===== config.mk =====
export PLATFORM = sky130hd
export DESIGN_NAME = seq_bit_serializer
export DESIGN_NICKNAME = d
export VERILOG_FILES = /design/src/rtl/seq_det_pkg.sv /design/src/rtl/seq_bit_serializer.sv
export SDC_FILE = /design/constraint.sdc
export NUM_CORES = 1
export LEC_CHECK = 0
export CAP_MARGIN = 40
export CELL_PAD_IN_SITES_DETAIL_PLACEMENT = 1
export CELL_PAD_IN_SITES_GLOBAL_PLACEMENT = 2
export CORE_AREA = 4 4 60 62
export DETAILED_ROUTE_END_ITERATION = 12
export DIE_AREA = 0 0 64 66
export GPL_TIMING_DRIVEN = 0
export PLACE_DENSITY_LB_ADDON = 0.1
export SYNTH_ARGS = -nofsm -noshare
export SYNTH_HDL_FRONTEND = slang
export SYNTH_SLANG_ARGS = --single-unit
export TNS_END_PERCENT = 20

===== constraint.sdc =====
create_clock -name clk -period 1.6 [get_ports clk]
set_clock_uncertainty 0.15 [all_clocks]
set_input_delay 0.16 -clock clk [delete_from_list [all_inputs] [get_ports clk]]
set_output_delay 0.16 -clock clk [all_outputs]
set_load 0.03 [all_outputs]

===== src/rtl/seq_det_pkg.sv =====
// Shared types and constants for the sequence-detector stage.
// Holds the serializer FSM state type and the default word width that the
// serializer and the detector-side benches both build against.
package seq_det_pkg;

  // Default data bits per word for the serializer feeding the detector.
  localparam int SEQ_DET_WIDTH = 8;

  // Serializer FSM states. SER_PARITY is only reachable when the parity
  // option is compiled in.
  typedef enum logic [1:0] {
    SER_IDLE   = 2'd0,
    SER_SHIFT  = 2'd1,
    SER_PARITY = 2'd2
  } ser_state_t;

endpackage


===== src/rtl/seq_bit_serializer.sv =====
// Parallel-to-serial front end: hold register + shift register, streams
// WIDTH-bit words one bit per clk onto ser_bit with no bubble between words.
// Ports: clk/rst (async, active-high); in_data/in_valid/in_ready handshake
//   (in_ready = hold empty, registered only); ser_bit/ser_valid serial output;
//   word_done pulses with a word's last bit; busy = hold full or shifting.
// Config: define SER_PARITY_EN to append one even-parity bit per word
//   (word_done then moves to the parity bit).
// Latency: first bit 2 clk after the accept cycle when idle.
module seq_bit_serializer
  import seq_det_pkg::*;
#(
  parameter int WIDTH     = SEQ_DET_WIDTH,
  parameter bit MSB_FIRST = 1'b1
) (
  input  logic             clk,
  input  logic             rst,
  input  logic [WIDTH-1:0] in_data,
  input  logic             in_valid,
  output logic             in_ready,
  output logic             ser_bit,
  output logic             ser_valid,
  output logic             word_done,
  output logic             busy
);

  localparam int CNT_W = $clog2(WIDTH + 1);
  localparam logic [CNT_W-1:0] LAST_CNT = CNT_W'(WIDTH - 1);

  ser_state_t       state_q, state_d;
  logic [WIDTH-1:0] hold_q, hold_d;
  logic             hold_full_q, hold_full_d;
  logic [WIDTH-1:0] shreg_q, shreg_d;
  logic [CNT_W-1:0] bit_cnt_q, bit_cnt_d;
  logic             ser_bit_q, ser_bit_d;
`ifdef SER_PARITY_EN
  logic             par_q, par_d;
`endif

  logic last_data;  // final data bit is on ser_bit
  logic word_end;   // final bit of the word (data or parity) is on ser_bit
  logic load;
  logic accept;
  logic nxt_bit;

  always_comb begin
    last_data = (state_q == SER_SHIFT) && (bit_cnt_q == LAST_CNT);
`ifdef SER_PARITY_EN
    word_end  = (state_q == SER_PARITY);
`else
    word_end  = last_data;
`endif
    // Reload either into an idle shifter or straight behind the final bit,
    // which is what keeps queued words contiguous.
    load   = hold_full_q && ((state_q == SER_IDLE) || word_end);
    // Accept only depends on registered hold_full, so it can never coincide
    // with a load on the same edge.
    accept = in_valid && !hold_full_q;
  end

  always_comb begin
    state_d     = state_q;
    hold_d      = hold_q;
    hold_full_d = hold_full_q;
    shreg_d     = shreg_q;
    bit_cnt_d   = bit_cnt_q;
    ser_bit_d   = 1'b0;
    nxt_bit     = 1'b0;
`ifdef SER_PARITY_EN
    par_d       = par_q;
`endif

    // shreg keeps the bit currently on ser_bit at its head; each shift
    // exposes the next one, which is registered into ser_bit_q.
    if (MSB_FIRST) begin
      nxt_bit = shreg_q[WIDTH-2];
    end else begin
      nxt_bit = shreg_q[1];
    end

    case (state_q)
      SER_IDLE: begin
        state_d = SER_IDLE;
      end
      SER_SHIFT: begin
        if (MSB_FIRST) begin
          shreg_d = {shreg_q[WIDTH-2:0], 1'b0};
        end else begin
          shreg_d = {1'b0, shreg_q[WIDTH-1:1]};
        end
        if (bit_cnt_q == LAST_CNT) begin
`ifdef SER_PARITY_EN
          state_d   = SER_PARITY;
          ser_bit_d = par_q;
`else
          state_d   = SER_IDLE;
`endif
        end else begin
          bit_cnt_d = bit_cnt_q + 1'b1;
          ser_bit_d = nxt_bit;
        end
      end
      SER_PARITY: begin
        state_d = SER_IDLE;
      end
      default: begin
        state_d = SER_IDLE;
      end
    endcase

    // Load overrides the end-of-word transition above.
    if (load) begin
      state_d     = SER_SHIFT;
      shreg_d     = hold_q;
      bit_cnt_d   = '0;
      hold_full_d = 1'b0;
      ser_bit_d   = MSB_FIRST ? hold_q[WIDTH-1] : hold_q[0];
`ifdef SER_PARITY_EN
      par_d       = ^hold_q;
`endif
    end

    if (accept) begin
      hold_d      = in_data;
      hold_full_d = 1'b1;
    end
  end

  always_ff @(posedge clk or posedge rst) begin
    if (rst) begin
      state_q     <= SER_IDLE;
      hold_q      <= '0;
      hold_full_q <= 1'b0;
      shreg_q     <= '0;
      bit_cnt_q   <= '0;
      ser_bit_q   <= 1'b0;
`ifdef SER_PARITY_EN
      par_q       <= 1'b0;
`endif
    end else begin
      state_q     <= state_d;
      hold_q      <= hold_d;
      hold_full_q <= hold_full_d;
      shreg_q     <= shreg_d;
      bit_cnt_q   <= bit_cnt_d;
      ser_bit_q   <= ser_bit_d;
`ifdef SER_PARITY_EN
      par_q       <= par_d;
`endif
    end
  end

  assign in_ready  = !hold_full_q;
  assign ser_bit   = ser_bit_q;
  assign ser_valid = (state_q != SER_IDLE);
  assign word_done = word_end;
  assign busy      = hold_full_q | (state_q != SER_IDLE);

endmodule

==> impl_results.md, run 1 <==
- Initial DRT Pass Iterations: 3
- First DRT Iteration DRCs: 10
- Most frequent cells in the layout: dfrtp_1, nand2_1, clkdlybuf4s50_1
- Status: completed
- Crit path kind: reg -> out
- Mux cell area share after synthesis: between 10% and 20%
- Final #Nets: about 130
- Synthesis Warnings: 0
- Largest net degree at the start of global routing: 17
- Vias in the first global route: 805
- Total Power: approximately 2.5 mW
- Clk root buf: clkbuf_4
- Max Clk Rate: between 600 and 700 MHz
- Antenna diode count: 0
- Share of cells above drive strength 1: a little under a quarter
- Synth unique cells: 27
- Sequential cell area fraction in the yosys report: between 50% and 60%
- Minimum clock period: roughly 1.6 ns
- Maximum VDD drop: ~650 uV
- Slowest stage cell on the critical path: dfrtp_1
- CTS tree: yes
- Final hold vios: 0
- Top Ports: 16
- DRC Markers: 0
- Post-Synth XOR/XNOR Area: 1.72%
- LEAKAGE: about 0.6 nW
- Nature of the critical path endpoint: primary output
- Initial antenna violation count: 0
- Drt via density: around 4.7
- WL per Instance: between 10 and 15 um
- Final setup vio count: 0
- Reg clk slew, reported paths: 0.11 ns
- Power per cell area: 1850 mW/mm^2
- Reg area: between 500 and 600 um^2
- Worst skew pair latency: around 0.31 ns
- DR vias: roughly 730
- RSZ-0062 raised after global routing: yes
- Fillers: approximately 340
- Relative slew slack: 73.7%
- Cells along the critical path: buf_4 > nor2_4 > inv_1 > buf_2
- Compound-Gate Fraction of Synth Area: between 10% and 20%
- Max Cap Viol: 0
- Commonest non-fill, non-tap cell in the layout: dfrtp_1
- Die height: ~66 um
- #FFs+latches synth: 22
- Startpoint Class: flip-flop
- Post-Synthesis Cells: slightly below 90
- Die footprint: roughly 0.0042 mm^2
- Syn Nets: roughly 100
- Post-synthesis simple-gate area fraction: 12.6%
- Post-Syn Area: slightly above 0.001 mm^2
- Max incr delay on CP: 0.41 ns
- Clk sinks: 22
- GP Congestion: around 0.65
- Adder and majority cell fraction of the synthesized area: around 1.2%
- Core ar.: approximately 0.0030 mm^2
- Syn avg cell area: between 10 and 15 um^2
- Placement Cell Area: about 0.0012 mm^2
- Num rows: 20
- Gr usage total: about 12%
- Fin. max-slew vios: 0
- Port Buffer Count: 15
- Final instance area: 0.00135 mm^2
- Synth-to-layout area growth: 33.3%
- Crit path max fanout: 10
- CTS Buf Count: 3
- Fin crit share: 97.8%
- Least-Margin Pin Slew: ~0.39 ns
- CP arrival: ~1.3 ns
- Antenna-violating nets left: 0
- Area of the multi-input gates: ~460 um^2
- Gr ovfl total: 0
- First-pass GRT wire length: about 4 mm
- Worst min-delay path class: in -> reg
- Largest family of logic cells by synthesized area: compound AO/OA/AOI/OAI gates
- CTS H-tree depth: 1
- DP Wirelength: 1.58 mm
- CTS max path bufs: 2
- Initial Util: around a third
- Required @ worst endpoint: ~1.3 ns
- Final wirelength: between 2 and 2.5 mm
- Chip width: ~64 um
[metrics by stage]
stage	setup TNS, ns	setup slack [ns]	instances	util [%]	hold WS (ns)
2_1_floorplan	0	0.127	87	-	-0.000774
3_3_place_gp	-1.21	-0.323	146	40.3	0.327
3_5_place_dp	-1.30	-0.352	147	41.2	0.320
4_1_cts	-0.0792	-0.0792	153	43.2	0.228
5_1_grt	-0.0951	-0.0691	155	44.7	0.215
6_report	0	0.0349	155	44.7	0.232
[worst paths after layout]
| check | startpoint | end | slack, ns | depth (start not counted) |
|---|---|---|---|---|
| min in group asynchronous | rst | bit_cnt_q[1]$_DFFE_PP0P_ | 0.52 | 3 |
| min | in_data[0] | hold_q[0]$_DFFE_PP0P_ | 0.23 | 3 |
| max reg2reg | bit_cnt_q[0]$_DFFE_PP0P_ | shreg_q[4]$_DFFE_PP0P_ | 0.05 | 5 |
| max | state_q[0]$_DFFE_PP0P_ | busy | 0.03 | 4 |
| min reg2reg | hold_q[7]$_DFFE_PP0P_ | hold_q[7]$_DFFE_PP0P_ | 0.36 | 1 |
| max in group asynchronous | rst | bit_cnt_q[2]$_DFFE_PP0P_ | 0.37 | 4 |
[routing by layer]
metal / routed length [um] / up-vias / track usage [%]
met5: 0 / - / 0
met4: 18 / 0 / 4.04
met3: 89 / 2 / 4.76
met2: 1040 / 11 / 18.7
met1: 996 / 364 / 15.2
li1: - / 354 / -
[power breakdown]
group          internal (mW)  switching [mW]  total, mW
Sequential             0.818           0.183       1.00
Combinational          0.621           0.628       1.25
Clock                 0.0881           0.167      0.255
Total                   1.53           0.979       2.51
[flip-flops by register name, indices dropped and copies added (netlist names)]
| signal | cells |
|---|---|
| state_q | 1 |
| shreg_q | 7 |
| hold_full_q | 1 |
| bit_cnt_q | 4 |
| ser_bit | 1 |
| hold_q | 8 |
[kinds of logic (layout without fill, tap and decap cells)]
kind of cell,Yosys count,count (layout)
and+or+nand+nor,23,23
DFF,22,22
AOI/OAI and AO/OA,17,17
muxes,11,11
buffers and inverters,11,35
xor gates and xnor gates,2,2
adders and majority gates,1,1
[Yosys cell counts]
cell,count,area share (%)
a21oi_1,1,0.49
a21oi_2,1,0.86
a221oi_2,1,1.5
a31o_1,3,2.6
a32o_1,1,0.99
and3_1,2,1.2
buf_2,2,0.99
buf_4,1,0.74
dfrtp_1,22,54
ha_1,1,1.2
inv_1,6,2.2
inv_2,2,0.74
mux2_1,5,5.5
mux2i_1,6,5.9
nand2_1,13,4.8
nand3_1,1,0.49
nand3b_2,1,1.1
nand4b_4,1,2.3
nor2_1,2,0.74
nor2b_1,1,0.62
nor3_1,1,0.49
nor3b_1,1,0.74
o21ai_1,4,2.0
o21bai_1,1,0.74
o221a_1,4,4.4
o22ai_1,1,0.62
xor2_1,2,1.7
[layout make-up]
class | count | share of cell area, %
buffer | 3 | 1.94
clock buffer | 3 | 1.66
inverter | 8 | 2.40
multi-input combinational | 54 | 33.7
sequential | 22 | 40.8
tap | 44 | 4.07
timing repair buffer | 21 | 15.4
[critical path: cells and delay by family, from the launching register on]
| kind | cells | cell delay (ns) |
|---|---|---|
| buffers and inverters | 3 | 0.40 |
| and+or+nand+nor | 1 | 0.15 |
| DFF | 1 | 0.41 |
[repair_timing]
item,4_1_cts,5_1_grt
resized for setup,24,10
pin swaps,0,1
endpoints found under the setup margin,6,6
buffers inserted,2,2
hold buffers,1,0
hold endpoints to repair,6,0
No activity file was read; power rests on OpenSTA's default activity.
==> run 2, diff against run 1 <==
--- a/config.mk
+++ b/config.mk
@@ -8,9 +8,9 @@
 export CAP_MARGIN = 40
 export CELL_PAD_IN_SITES_DETAIL_PLACEMENT = 1
 export CELL_PAD_IN_SITES_GLOBAL_PLACEMENT = 2
-export CORE_AREA = 4 4 60 62
+export CORE_AREA = 4 4 64 66
 export DETAILED_ROUTE_END_ITERATION = 12
-export DIE_AREA = 0 0 64 66
+export DIE_AREA = 0 0 68 70
 export GPL_TIMING_DRIVEN = 0
 export PLACE_DENSITY_LB_ADDON = 0.1
 export SYNTH_ARGS = -nofsm -noshare
==> constraint.sdc (replaced) <==
create_clock -name clk -period 1.3 [get_ports clk]
set_clock_uncertainty 0.15 [all_clocks]
set_input_delay 0.13 -clock clk [delete_from_list [all_inputs] [get_ports clk]]
set_output_delay 0.13 -clock clk [all_outputs]
set_load 0.03 [all_outputs]
==> impl_results.md, run 2 (synthesized netlist as in run 1, its figures left out) <==
- CTS tree: yes
- Die height: 70 um (+6.1%)
- CTS max path bufs: 2 (unchanged)
- Maximum VDD drop: 652 uV (+0.64%)
- Antenna diode count: 0 (unchanged)
- Final hold vios: 0 (unchanged)
- Required @ worst endpoint: 1.02 ns (-0.27 ns)
- Failing checks: setup timing
- Worst skew pair latency: 0.31 ns (about the same)
- Max Cap Viol: 0 (unchanged)
- Clk root buf: clkbuf_4
- GP Congestion: 0.728 (+12%)
- Setup ws final: -0.205 ns (-0.240 ns)
- WL per Instance: 14.5 um (+4.6%)
- Antenna-violating nets left: 0 (unchanged)
- Fin crit share: 116%
- Least-Margin Pin Slew: 0.382 ns (-0.0123 ns)
- RSZ-0062 raised after global routing: yes
- CTS H-tree depth: 1 (unchanged)
- Die footprint: 0.00476 mm^2 (+13%)
- Final setup vio count: 18 (+18)
- First DRT Iteration DRCs: 32 (+22)
- Crit path max fanout: 10 (unchanged)
- Final #Nets: 136 (+8.8%)
- Relative slew slack: 74.5% (+0.82 points)
- Gr ovfl total: 0 (unchanged)
- Num rows: 22 (+10%)
- Final instance area: 0.00155 mm^2 (+14%)
- Status: complete, but fails checks
- Hold path depth: 3 (unchanged)
- CP arrival: 1.23 ns (-0.03 ns)
- Largest net degree at the start of global routing: 17 (unchanged)
- Gr usage total: 11.4% (-0.59 points)
- Biggest regs: hold_q: 8 flops, shreg_q: 7 flops, bit_cnt_q: 4 flops
- Initial DRT Pass Iterations: 3 (unchanged)
- Largest reg by FF count: hold_q
- Placement Cell Area: 0.00129 mm^2 (+3.0%)
- Most frequent cells in the layout: dfrtp_1, buf_4, nand2_1
- Minimum clock period: around 1.5 ns
- DR vias: 790 (+8.1%)
- Top Ports: 16 (unchanged)
- Startpoint Class: flip-flop
- Vias in the first global route: 851 (+5.7%)
- DP Wirelength: 1.68 mm (+6.4%)
- First-pass GRT wire length: 4.11 mm (+5.7%)
- CTS Buf Count: 3 (unchanged)
- Met1 WL: 1.12 mm (+13%)
- Reg clk slew, reported paths: 0.13 ns (+0.02 ns)
- Drt via density: 4.62 (-2.0%)
- Largest register FFs: 8 (unchanged)
- Synth-to-layout area growth: 52.3%
- Crit path kind: reg -> out
- Fin. max-slew vios: 0 (unchanged)
- LEAKAGE: 0.705 nW (+16%)
- Worst min-delay path class: in -> reg
- Worst-case register-to-register setup slack: -0.19 ns (-0.24 ns)
- Initial antenna violation count: 0 (unchanged)
- Clk sinks: 22 (unchanged)
- Length of routed met3 wiring: 95 um (+6.7%)
- Power per cell area: 2440 mW/mm^2 (+32%)
- Max Clk Rate: roughly 660 MHz
- Nature of the critical path endpoint: primary output
- Commonest non-fill, non-tap cell in the layout: dfrtp_1
- Highest metal used: met4
- Met2 routed WL: 1.23 mm (+18%)
- Core ar.: 0.00358 mm^2 (+18%)
- Share of cells above drive strength 1: 36.6% (+14 points)
- Chip width: 68 um (+6.3%)
- R2R cell count: 5 (unchanged)
- Initial Util: 28.4% (-5.2 points)
- DRC Markers: 0 (unchanged)
- Port Buffer Count: 15 (unchanged)
- Final wirelength: 2.47 mm (+15%)
- Setup TNS: -2.38 ns (-2.38 ns)
[run 2: worst max-delay path, stage by stage, from the launching register on]
cell     delay [ns]
dfrtp_2        0.42
buf_4          0.19
nor2_4         0.10
inv_1          0.05
buf_4          0.16
[run 2: layout make-up]
cell class,count,area [um^2]
flip-flops and latches,22,552
well taps,48,60.1
clock inverters,1,30.0
repair buffers,32,310
inverters,8,42.5
plain buffers,3,37.5
clock buffers,3,22.5
multi-input cells,54,493
fillers,376,2030
[run 2: report_power, final]
group	internal [mW]	leakage [nW]	switching, mW
Sequential	1.00	0.265	0.230
Combinational	1.08	0.412	0.917
Clock	0.311	0.0279	0.224
[run 2: timing repair]
item | in CTS | in global routing
setup buffers | 7 | 8
resized for setup | 36 | 13
endpoints found under the hold margin | 6 | 0
hold buffers | 1 | 0
pin swaps | 3 | 8
setup endpoints to repair | 17 | 23
[run 2: final timing paths]
kind	startpoint	to
max in group asynchronous	rst	hold_q[2]$_DFFE_PP0P_
worst max register to register	bit_cnt_q[0]$_DFFE_PP0P_	shreg_q[5]$_DFFE_PP0P_
worst min-delay path	in_data[5]	hold_q[5]$_DFFE_PP0P_
min in group asynchronous	rst	ser_bit$_DFF_PP0_
worst min register to register	hold_q[7]$_DFFE_PP0P_	hold_q[7]$_DFFE_PP0P_
worst max-delay path	state_q[0]$_DFFE_PP0P_	busy
[run 2: metal layers]
metal | up-vias | GRT usage, %
li1 | 379 | -
met1 | 400 | 15.2
met2 | 9 | 17.9
met3 | 2 | 2.25
met4 | 0 | 4.64
met5 | - | 0
[run 2: stage by stage]
step	hold slack [ns]	setup slack [ns]	instances	util (%)	total power [mW]
floorplan	-0.0308	-0.0112	87	-	2.31
global placement	0.330	-0.516	150	35.2	2.67
detailed placement	0.296	-0.511	151	35.9	2.75
CTS	0.173	-0.218	163	40.3	3.53
global route	0.170	-0.276	171	43.3	4.05
finish	0.185	-0.205	171	43.3	3.77
==> run 3, diff against run 2 <==
--- a/config.mk
+++ b/config.mk
@@ -13,6 +13,7 @@
 export DIE_AREA = 0 0 68 70
 export GPL_TIMING_DRIVEN = 0
 export PLACE_DENSITY_LB_ADDON = 0.1
+export REMOVE_ABC_BUFFERS = 1
 export SYNTH_ARGS = -nofsm -noshare
 export SYNTH_HDL_FRONTEND = slang
 export SYNTH_SLANG_ARGS = --single-unit
==> constraint.sdc (replaced) <==
create_clock -name clk -period 1.3 [get_ports clk]
set_clock_uncertainty 0.15 [all_clocks]
set_input_delay 0.26 -clock clk [delete_from_list [all_inputs] [get_ports clk]]
set_output_delay 0.26 -clock clk [all_outputs]
set_load 0.03 [all_outputs]
==> impl_results.md, run 3 (synthesized netlist as in run 1, its figures left out) <==
- Minimum clock period: 1.64 ns (+0.131 ns)
- Setup ws final: -0.336 ns (-0.131 ns)
- Fin. max-slew vios: 0 (unchanged)
- Share of cells above drive strength 1: 42.3% (+5.7 points)
- Final setup vio count: 24 (+6)
- Biggest regs: hold_q: 8 flops, shreg_q: 7 flops, bit_cnt_q: 4 flops
- Worst min-delay path class: in -> async
- Crit path max fanout: 2 (-8)
- Maximum VDD drop: 692 uV (+6.1%)
- Reg clk slew, reported paths: 0.13 ns (about the same)
- Sw Share: 38.1% (+1.7 points)
- Startpoint Class: flip-flop
- CTS tree: yes
- Drt via density: 4.66 (+0.89%)
- Pint: 2.32 mW (-3.4%)
- Num rows: 22 (unchanged)
- Largest reg by FF count: hold_q
- Crit-path leading delay family: flip-flops
- Top Ports: 16 (unchanged)
- Initial Util: 28.4% (unchanged)
- Least-Margin Pin Slew: 0.413 ns (+0.0312 ns)
- Final hold vios: 0 (unchanged)
- Max Cap Viol: 0 (unchanged)
- Switching Power: 1.43 mW (+4.0%)
- CP arrival: 1.23 ns (about the same)
- First-pass GRT wire length: 4.66 mm (+13%)
- GP Congestion: 0.688 (-5.5%)
- Final wirelength: 2.71 mm (+9.7%)
- Final #Nets: 136 (unchanged)
- Max Clk Rate: 611 MHz (-8.0%)
- Setup TNS: -3.60 ns (-1.22 ns)
- Die height: 70 um (unchanged)
- Failing checks: setup timing
- Vias in the first global route: 920 (+8.1%)
- CP Buf/Inv Count: 1 (-2)
- Clk root buf: clkbuf_4
- Gr usage total: 13.3% (+1.9 points)
- Sequential Power Share: 33.9% (+1.2 points)
- Slowest stage cell on the critical path: dfrtp_1
- Antenna diode count: 0 (unchanged)
- Comb pwr share: 55.8% (+2.8 points)
- Initial DRT Pass Iterations: 4 (+1)
- Clk sinks: 22 (unchanged)
- Fin crit share: 126% (+10 points)
- Most frequent cells in the layout: dfrtp_1, buf_4, nand2_1
- CTS max path bufs: 2 (unchanged)
- Crit path kind: reg -> out
- Cells along the critical path: ha_4 > nand3b_4 > nor2_4 > buf_6
- Die footprint: 0.00476 mm^2 (unchanged)
- Required @ worst endpoint: 0.89 ns (-0.13 ns)
- CTS Buf Count: 3 (unchanged)
- Max incr delay on CP: 0.42 ns (about the same)
- Nature of the critical path endpoint: primary output
- WL per Instance: 15.9 um (+9.7%)
- CTS H-tree depth: 1 (unchanged)
- Worst skew pair latency: 0.31 ns (about the same)
- Synth-to-layout area growth: 54.2%
- Relative slew slack: 72.4% (-2.1 points)
- Setup WS pre-CTS: -0.778 ns (-0.267 ns)
- Antenna-violating nets left: 0 (unchanged)
- Initial antenna violation count: 0 (unchanged)
- DR vias: 797 (+0.89%)
- Port Buffer Count: 15 (unchanged)
- Chip width: 68 um (unchanged)
- Power per cell area: 2390 mW/mm^2 (-1.9%)
- Largest register FFs: 8 (unchanged)
- Gr ovfl total: 0 (unchanged)
- RSZ-0062 raised after global routing: yes
- LEAKAGE: 0.714 nW (+1.3%)
- Largest net degree at the start of global routing: 16 (-1)
- DRC Markers: 0 (unchanged)
- Core ar.: 0.00358 mm^2 (unchanged)
- First DRT Iteration DRCs: 21 (-34%)
- Clock share of power: 10.3% (-3.9 points)
- Status: complete, but fails checks
- Hold-fix buffer count after cts: 0 (-1)
- Commonest non-fill, non-tap cell in the layout: dfrtp_1
## run 3: cell types whose count changed in the layout (fill, tap and decap cells not counted), moves of 2 or more
cell,delta
buf_6,+5
dfrtp_1,-2
buf_4,-3
dfrtp_2,+2
o21ai_1,-2
o21ai_2,+2
## run 3: layout make-up
class | instances | area (um^2)
timing repair buffer | 35 | 360
clock buffer | 4 | 36.3
multi-input combinational | 54 | 510
sequential | 22 | 554
tap | 48 | 60.1
inverter | 8 | 45.0
fill | 401 | 2010
## run 3: final timing paths
check	from	end	slack [ns]	cells after the start
min	rst	bit_cnt_q[3]$_DFFE_PP0P_	0.07	2
max reg2reg	hold_full_q$_DFFE_PP0P_	shreg_q[5]$_DFFE_PP0P_	-0.20	5
max	bit_cnt_q[0]$_DFFE_PP0P_	word_done	-0.34	4
max in group asynchronous	rst	hold_full_q$_DFFE_PP0P_	0.50	3
min in group clk	in_data[6]	hold_q[6]$_DFFE_PP0P_	0.32	3
min reg2reg	hold_q[7]$_DFFE_PP0P_	ser_bit$_DFF_PP0_	0.38	1
## run 3: timing repair
item / in CTS / in global routing
pin swaps: 10 / 7
setup endpoints to repair: 27 / 26
gates resized for setup: 62 / 9
setup buffers: 15 / 3
## run 3: worst reg2reg max path, stage by stage (launching register included)
cell and delay (ns):
dfrtp_2 0.44, buf_8 0.15, buf_6 0.12, nand4b_4 0.18, nor3b_4 0.21, a221oi_2 0.17
## run 3: metrics by stage
stage / util, % / power [mW] / std cells / hold slack, ns / cell area, um^2
floorplan: - / 2.19 / 84 / 0.0992 / 998
global placement: 33.8 / 2.55 / 147 / 0.325 / 1210
detailed placement: 34.8 / 2.64 / 149 / 0.351 / 1240
CTS: 42.4 / 3.68 / 168 / 0.0798 / 1520
global route: 43.8 / 4.03 / 171 / 0.0843 / 1570
finish: 43.8 / 3.74 / 171 / 0.0743 / 1570
## run 3: power by group through the flow
stage / Clock (mW) / Sequential (mW) / Combinational, mW
finish: 0.386 / 1.27 / 2.09
global route: 0.440 / 1.30 / 2.28
CTS: 0.403 / 1.26 / 2.02
detailed placement: 0 / 1.34 / 1.30
global placement: 0 / 1.32 / 1.22
floorplan: 0 / 1.29 / 0.902
## run 3: layer usage
metal	track usage, %	vias up	share of wire [%]
li1	-	378	-
met1	16.9	400	43
met2	21.6	12	52
met3	2.25	7	2.9
met4	5.96	0	2.6
met5	0	-	0
